--- config.mk ---
export PLATFORM = sky130hd
export DESIGN_NAME = cpu_multicycle_p
export DESIGN_NICKNAME = d
export VERILOG_FILES = /design/src/rtl/cpu_multicycle_p.sv
export SDC_FILE = /design/constraint.sdc
export NUM_CORES = 1
export LEC_CHECK = 0
export BUFFER_PORTS_ARGS = -buffer_cell sky130_fd_sc_hd__buf_2
export CAP_MARGIN = 15
export CORE_MARGIN = 2
export CORE_UTILIZATION = 30
export CTS_CLUSTER_DIAMETER = 150
export DETAILED_ROUTE_END_ITERATION = 8
export GPL_TIMING_DRIVEN = 0
export PLACE_DENSITY = 0.52
export SETUP_SLACK_MARGIN = 0.02
export SLEW_MARGIN = 0
export SYNTH_ARGS = -nofsm -noshare
export SYNTH_HDL_FRONTEND = slang
export SYNTH_SLANG_ARGS = --single-unit
--- constraint.sdc ---
create_clock -name clk -period 5 [get_ports clk]
set_clock_uncertainty 0.15 [all_clocks]
set_input_delay 0.25 -clock clk [delete_from_list [all_inputs] [get_ports clk]]
set_output_delay 0.25 -clock clk [all_outputs]
set_load 0.01 [all_outputs]
--- src/rtl/cpu_multicycle_p.sv ---
// rtl/cpu_multicycle_p.sv - parametrised multi-cycle load/store CPU core with two-word ops, HALT and single-step
module cpu_multicycle_p #(
   parameter int BW = 16,
   parameter int AW = 9,
   parameter int NREG = 4,
   parameter logic [AW-1:0] RST_PC = '0
) (
   input  logic          clk,
   input  logic          rstn,
   input  logic [BW-1:0] din,
   output logic          mw,
   output logic [AW-1:0] addr,
   output logic [BW-1:0] dout,
   input  logic          step_mode,
   input  logic          step,
   output logic [BW-1:0] r0,
   output logic [BW-1:0] r1,
   output logic [AW-1:0] pc,
   output logic          halted
);
   localparam int RW = $clog2(NREG);
   localparam int XW = BW + 2 * RW;

   localparam logic [3:0] S_FETCH  = 4'd0;
   localparam logic [3:0] S_FWAIT  = 4'd1;
   localparam logic [3:0] S_DECODE = 4'd2;
   localparam logic [3:0] S_OWAIT  = 4'd3;
   localparam logic [3:0] S_OPND   = 4'd4;
   localparam logic [3:0] S_EXEC   = 4'd5;
   localparam logic [3:0] S_MWAIT  = 4'd6;
   localparam logic [3:0] S_MREAD  = 4'd7;
   localparam logic [3:0] S_HALT   = 4'd8;

   logic [3:0]    state;
   logic [BW-1:0] ir;
   logic [BW-1:0] opnd;
   logic [BW-1:0] regs [NREG];
   logic [AW-1:0] pc_q;
   logic [XW-1:0] ir_ext;
   logic [3:0]    op;
   logic [RW-1:0] rd;
   logic [RW-1:0] rs;
   logic [BW-1:0] rd_val;
   logic [BW-1:0] rs_val;
   logic [BW-1:0] alu;
   logic [AW-1:0] pc_p1;
   logic [AW-1:0] pc_p2;

   function automatic logic is_two_word(input logic [3:0] o);
      return (o == 4'h1) || (o == 4'h2) || (o == 4'h3) ||
             (o == 4'hB) || (o == 4'hC) || (o == 4'hD);
   endfunction

   // Narrow words cannot hold both register fields; missing low bits read as 0.
   assign ir_ext = {ir, {(2 * RW){1'b0}}};
   assign op     = ir[BW-1 -: 4];
   assign rd     = ir_ext[XW-5 -: RW];
   assign rs     = ir_ext[XW-5-RW -: RW];
   assign rd_val = regs[rd];
   assign rs_val = regs[rs];
   assign pc_p1  = pc_q + AW'(1);
   assign pc_p2  = pc_q + AW'(2);

   assign r0 = regs[0];
   assign r1 = regs[1];
   assign pc = pc_q;

   always_comb begin
      alu = rd_val;
      case (op)
         4'h4:    alu = rs_val;
         4'h5:    alu = rd_val + rs_val;
         4'h6:    alu = rd_val - rs_val;
         4'h7:    alu = rd_val & rs_val;
         4'h8:    alu = rd_val | rs_val;
         4'h9:    alu = rd_val ^ rs_val;
         4'hA:    alu = {rd_val[BW-2:0], 1'b0};
         default: alu = rd_val;
      endcase
   end

   always_ff @(posedge clk or negedge rstn) begin
      if (!rstn) begin
         state  <= S_FETCH;
         pc_q   <= RST_PC;
         ir     <= '0;
         opnd   <= '0;
         addr   <= '0;
         dout   <= '0;
         mw     <= 1'b0;
         halted <= 1'b0;
         for (int i = 0; i < NREG; i++) regs[i] <= '0;
      end else begin
         // Write enable lives for exactly the cycle after the store's EXEC.
         mw <= 1'b0;
         case (state)
            S_FETCH: begin
               addr <= pc_q;
               if (!step_mode || step) state <= S_FWAIT;
            end
            S_FWAIT: state <= S_DECODE;
            S_DECODE: begin
               ir <= din;
               if (is_two_word(din[BW-1 -: 4])) begin
                  addr  <= pc_p1;
                  state <= S_OWAIT;
               end else begin
                  state <= S_EXEC;
               end
            end
            S_OWAIT: state <= S_OPND;
            S_OPND: begin
               opnd  <= din;
               state <= S_EXEC;
            end
            S_EXEC: begin
               state <= S_FETCH;
               case (op)
                  4'h1: begin
                     regs[rd] <= opnd;
                     pc_q     <= pc_p2;
                  end
                  4'h2: begin
                     addr  <= opnd[AW-1:0];
                     pc_q  <= pc_p2;
                     state <= S_MWAIT;
                  end
                  4'h3: begin
                     addr <= opnd[AW-1:0];
                     dout <= rs_val;
                     mw   <= 1'b1;
                     pc_q <= pc_p2;
                  end
                  4'h4, 4'h5, 4'h6, 4'h7, 4'h8, 4'h9, 4'hA: begin
                     regs[rd] <= alu;
                     pc_q     <= pc_p1;
                  end
                  4'hB: pc_q <= opnd[AW-1:0];
                  4'hC: pc_q <= (rd_val == '0) ? opnd[AW-1:0] : pc_p2;
                  4'hD: pc_q <= (rd_val != '0) ? opnd[AW-1:0] : pc_p2;
                  4'hF: begin
                     halted <= 1'b1;
                     state  <= S_HALT;
                  end
                  default: pc_q <= pc_p1;
               endcase
            end
            S_MWAIT: state <= S_MREAD;
            S_MREAD: begin
               regs[rd] <= din;
               state    <= S_FETCH;
            end
            S_HALT:  state <= S_HALT;
            default: state <= S_FETCH;
         endcase
      end
   end
endmodule

# ---- Word level (Yosys, flattened, before mapping)
# Cells that the tools add are included.
dict set report op_classes {
  addsub 4
  multipliers 0
  div 0
  magnitude_cmp 3
  eq_ne 32
  shift 0
  mux 26
  bitwise 6
  reduce_logical 21
}
# op count
set ops {}
lappend ops {{64-bit case mux with 2 select lines} 2}
lappend ops {{64-bit bitwise mux} 3}
lappend ops {{16-bit case mux with 7 select lines} 1}
lappend ops {{16-bit 2-to-1 mux} 5}
lappend ops {{16-bit binary-select mux with 2-bit select} 2}
lappend ops {{9-bit case mux with 5 select lines} 1}
lappend ops {{4-bit == test, second input constant} 11}
lappend ops {{9-bit 2-to-1 mux} 4}
lappend ops {{16-bit demux with 2-bit select} 1}
lappend ops {{4-bit by 3-bit == test with 1-bit output, second input constant} 8}
lappend ops {{4-bit case mux with 8 select lines} 1}
lappend ops {{9-bit case mux with 3 select lines} 1}
lappend ops {{4-bit by 2-bit == test with 1-bit output, second input constant} 6}
lappend ops {{16-bit adder} 1}
lappend ops {{16-bit bitwise AND} 1}
lappend ops {{16-bit zero test} 1}
lappend ops {{16-bit OR} 1}
lappend ops {{16-bit nonzero test} 1}
lappend ops {{16-bit subtractor} 1}
lappend ops {{16-bit XOR} 1}
lappend ops {{4-bit by 1-bit == test with 1-bit output, second input constant} 3}
lappend ops {{9-bit by 1-bit adder with 9-bit output, second input constant} 1}
lappend ops {{9-bit by 2-bit adder with 9-bit output, second input constant} 1}
lappend ops {{4-bit case mux with 2 select lines} 1}
lappend ops {{20 further kinds} 33}
dict set report totals {
  reg_bits 136
  latchBits 0
  ram_bits 0
  romBits 0
  input_bits 20
  wordCells 104
  memories 0
}

# ---- Depth between registers and ports, before layout
dict set report depth {
  ltp_word 9
  ltp_mapped 18
  ltp_nobuf 17
}

# ---- Worst setup path after synthesis
# OpenSTA, ideal clock, no wires.
dict set report synth_timing {
  path_kind {register -> register}
  start {reg ir[8]}
  end {reg regs[15] (netlist name)}
  setup_time_ns 0.125
  arrival_ns 4.275
  required_time_ns 4.725
  setup_slack_ns 0.450
  stages_incl_launch_ff 19
  period_less_slack_ns 4.550
  path_cell_list {dfrtp_1 buf_6 mux4_1 inv_1 ha_1 nand2_1 nor4_1 and3_1 nor2_1 xnor2_1 ha_1 and3_1 nand2_1 a2111oi_0 o2111ai_1 and3_1 mux2i_2 a31oi_1 mux2_2}
}
dict set report synth_via {
  elab_chain_cells 9
  word_cells_on_any_way 13
  classes_between {add/sub (2); mux (7); bitwise (4)}
}
# item line_no
set synth_lines {}
lappend synth_lines {{from (decl)} 35} ;# logic [BW-1:0] ir;
lappend synth_lines {{from (signal assigned)} 103} ;# ir <= din;
lappend synth_lines {{2-bit NOT with 3-bit output (not written as such) (*)} 60} ;# assign rs_val = regs[rs];
lappend synth_lines {{16-bit binary-select mux with 2-bit select (*)} 60}
lappend synth_lines {{16-bit 2-to-1 mux (not written as such) (*) (2 in a row)} 60}
lappend synth_lines {{via rs_val[0]} 44} ;# logic [BW-1:0] rs_val;
lappend synth_lines {{16-bit subtractor or 16-bit adder (tied branches)} {73, 72}}
lappend synth_lines {{16-bit case mux with 7 select lines (*)} 70} ;# case (op)
lappend synth_lines {{64-bit bitwise mux (*)} 135} ;# regs[rd] <= alu;
lappend synth_lines {{64-bit case mux with 2 select lines (*)} 118} ;# case (op)
lappend synth_lines {{64-bit case mux with 2 select lines (*)} 96} ;# case (state)
lappend synth_lines {{to (signal, indexed assignment)} 120} ;# regs[rd] <= opnd;
lappend synth_lines {{to (signal, indexed assignment)} 135}
lappend synth_lines {{to (signal, indexed assignment)} 150} ;# regs[rd] <= din;
lappend synth_lines {{to (decl)} 37} ;# logic [BW-1:0] regs [NREG];
# The timed path passes the listed nets; every way through them passes the cells marked *. The select of a mux whose other input is x is not followed.
# A chain may end at the register's enable or synchronous reset.

# ---- Worst setup path after layout
dict set report layout_timing {
  start {reg ir[8]}
  end {reg regs (netlist bit r1[15])}
}
# Same word-level chain as after synthesis.

==> metrics <==
min Tclk post-route=4.80 ns; Worst R2R Path Depth=20; Max Clk Rate=around 0.21 GHz; vias in the first global route=8,010; Post-Place Cells=approximately 1.5k; most frequent cells in the layout=128 x dfrtp_1, 116 x o21ai_0, 110 x nand2_1; DRC violations left=0; CP max FO=8; drt total wl=between 30,000 and 40,000 um; R2R Path Start=ir[8]; initial antenna violation count=0; Slew HR=13.3%; number of filler cells placed in the layout=3,166; Critical Path AT=5.02 ns; hold path depth=2; worst path cell trace=buf_8 -> mux4_2 -> inv_2 -> ha_1 -> nand2_1 -> nor4_4 -> and3_4 -> nor2_1 -> xnor2_1 -> ha_1 -> and3_1 -> a221o_1 -> or3_1 -> o2111ai_2 -> and3_1 -> mux2i_2 -> buf_4 -> buf_4 -> a21oi_1 -> o22a_1; Antenna Cells=0; number of synthesized flops with an enable pin=0; Crit path required time=5.22 ns; unrepaired setup endpoints after global routing=no; asr flop ratio synth=100%; TritonCTS clock tree=built; Mapped Avg Cell Area=between 9 and 10 um2; Reg area=roughly 3200 um2; routed vias=between 8k and 9k; initial cell density of the core=30.3%; die area=about 32,000 um2; global placement routability congestion=between 0.8 and 0.9; post-DP HPWL=roughly 24,000 um; dpl ws=-0.761 ns; clock latency on the worst-skew pair=between 0.4 and 0.5 ns; Max stage delay on crit path=0.60 ns; register area share after synthesis=around a third; number of setup violations in the final report=0; drt wl/cell=a little over 20 um; clk buf depth=2; Vias/cell=between 5 and 6; hold slack=0.0134 ns; Die Ht=approximately 180 um; CORE AREA=30,400 um2; Crit. End Element=flip-flop; Initial DRT Pass Iterations=5; Startpoint Class=flip-flop; Synth cell types=68; Inserted Clock Buffers=17; Hold Path Class=in -> reg; Worst Hold Path EP=opnd[1]; GRT Total Usage=approximately a fifth; Hold Fails Final Rpt=0; Crit Path Class=reg -> reg; worst reg-to-reg setup slack=approximately 0.20 ns; Final #Nets=1,195; Post-synth top flop=dfrtp_1; Max-cap violations=0; cell count after synthesis=around 990; RR Endpoint=r1[15]; #FFs+latches synth=between 100 and 150; hold path start=din[1]; 1st-iter DRT viols=819; Area growth syn-to-layout=20.0%; Multi-input gate area=approximately 5400 um2; Crit path max-delay family=simple AND/OR/NAND/NOR gates; Worst Max-Slew Pin Slew=roughly 1.3 ns; port buffer count=87; YS warnings=0; Post-Layout Cell Count=between 1.5k and 2k; Num Clock Sinks=between 100 and 150; Die W=around 180 um; grt ovf=0; WP buf/inv=4; clk root buf=clkbuf_16; Routed Antenna Nets=0; Mapped Nets=1,061; setup slack after layout=between 0.2 and 0.25 ns; period utilization=95.9%; TNS Setup=0 ns; FP Rows=64; H-tree Lvls=4; max-slew violation count=0; clock slew at reported path FFs=~0.070 ns; I/O Pins=88; Worst path slowest cell=mux4_2; Cell Area, Synth=between 9000 and 10,000 um2; status=finished clean; largest net degree at the start of global routing=80; share of post-route cells with drive strength above 1=25.2%; first-pass GRT wire length=49,200 um; commonest non-fill, non-tap cell in the layout=dfrtp_1
## flip-flops by register name, indices dropped and copies added, names as in the netlist
register	cells
mw	1
r1	16
regs	32
pc	9
dout	16
r0	16
ir	8
halted	1
state	4
opnd	16
addr	9
## Yosys cell counts (all sizes together), types with 12 or more instances
master  instances  area, um2
a31oi          13       81.3
nor2           74        278
inv            45        169
nand2         110        413
nand3          23        120
dfrtp         128       3200
mux2           59        664
clkbuf         44        175
a22oi          26        195
o21ai         120        601
mux4           32        739
nor3           12       82.6
xnor2          19        166
ha             51        638
a21oi          43        215
buf            47        347
## final cells by class
cell class / count / area share [%]
plain buffers: 91 / 4.74
multi-input cells: 725 / 48.6
repair buffers: 115 / 6.38
clock inverters: 14 / 1.52
flip-flops and latches: 128 / 28.9
clock buffers: 18 / 3.87
well taps: 396 / 4.47
inverters: 45 / 1.52
## per-layer routing
metal	vias to the layer above	GRT usage [%]	part of all wire, %
li1	3846	-	-
met1	4031	27.4	46
met2	300	31.5	46
met3	39	3.04	5.4
met4	0	5.82	2.1
met5	-	0	0
## through the flow
| stage | util (%) | instance area [um2] |
|---|---|---|
| CTS | 36.1 | 11000 |
| finish | 36.4 | 11100 |
| global route | 36.4 | 11100 |
| floorplan | - | 9230 |
| detailed placement | 33.5 | 10200 |
| global placement | 33.4 | 10200 |
## kinds of logic (layout without fill, tap and decap cells)
| group | count (synthesis) | in the layout | synth area share [%] |
|---|---|---|---|
| flops | 128 | 128 | 34.7 |
| fa+ha+maj | 53 | 53 | 7.24 |
| compound gates | 273 | 273 | 18.3 |
| buf+inv | 136 | 283 | 7.48 |
| xor+xnor | 28 | 28 | 2.66 |
| mux | 99 | 99 | 16.1 |
| simple gates | 272 | 272 | 13.5 |
## worst reg2reg max path, cell delays in order (launching register included)
cell,delay [ns]
dfrtp_1,0.36
buf_8,0.16
mux4_2,0.60
inv_2,0.12
ha_1,0.16
nand2_1,0.12
nor4_4,0.29
and3_4,0.25
nor2_1,0.05
xnor2_1,0.15
ha_1,0.34
and3_1,0.22
a221o_1,0.36
or3_1,0.35
o2111ai_2,0.19
and3_1,0.19
mux2i_2,0.07
buf_4,0.16
buf_4,0.14
a21oi_1,0.15
o22a_1,0.14
## timing repair
| item | in CTS | in global routing |
|---|---|---|
| hold endpoints to repair | 95 | 0 |
| buffers inserted | 3 | 6 |
| endpoints found under the setup margin | 20 | 19 |
| pin swaps | 0 | 3 |
| gates resized for setup | 5 | 15 |
| hold buffers | 16 | 0 |
## worst max-delay path by stage
stage               startpoint       end  cells past startpoint
floorplan                ir[8]  regs[15]                     18
global placement         ir[8]    r0[15]                     18
detailed placement       ir[8]    r0[15]                     18
CTS                      ir[8]    r0[15]                     18
global route             ir[8]    r1[15]                     20
finish                   ir[8]    r1[15]                     20
Power is not shown: default switching activity piles up to over one toggle a cycle in this logic, so the estimate is an artifact.
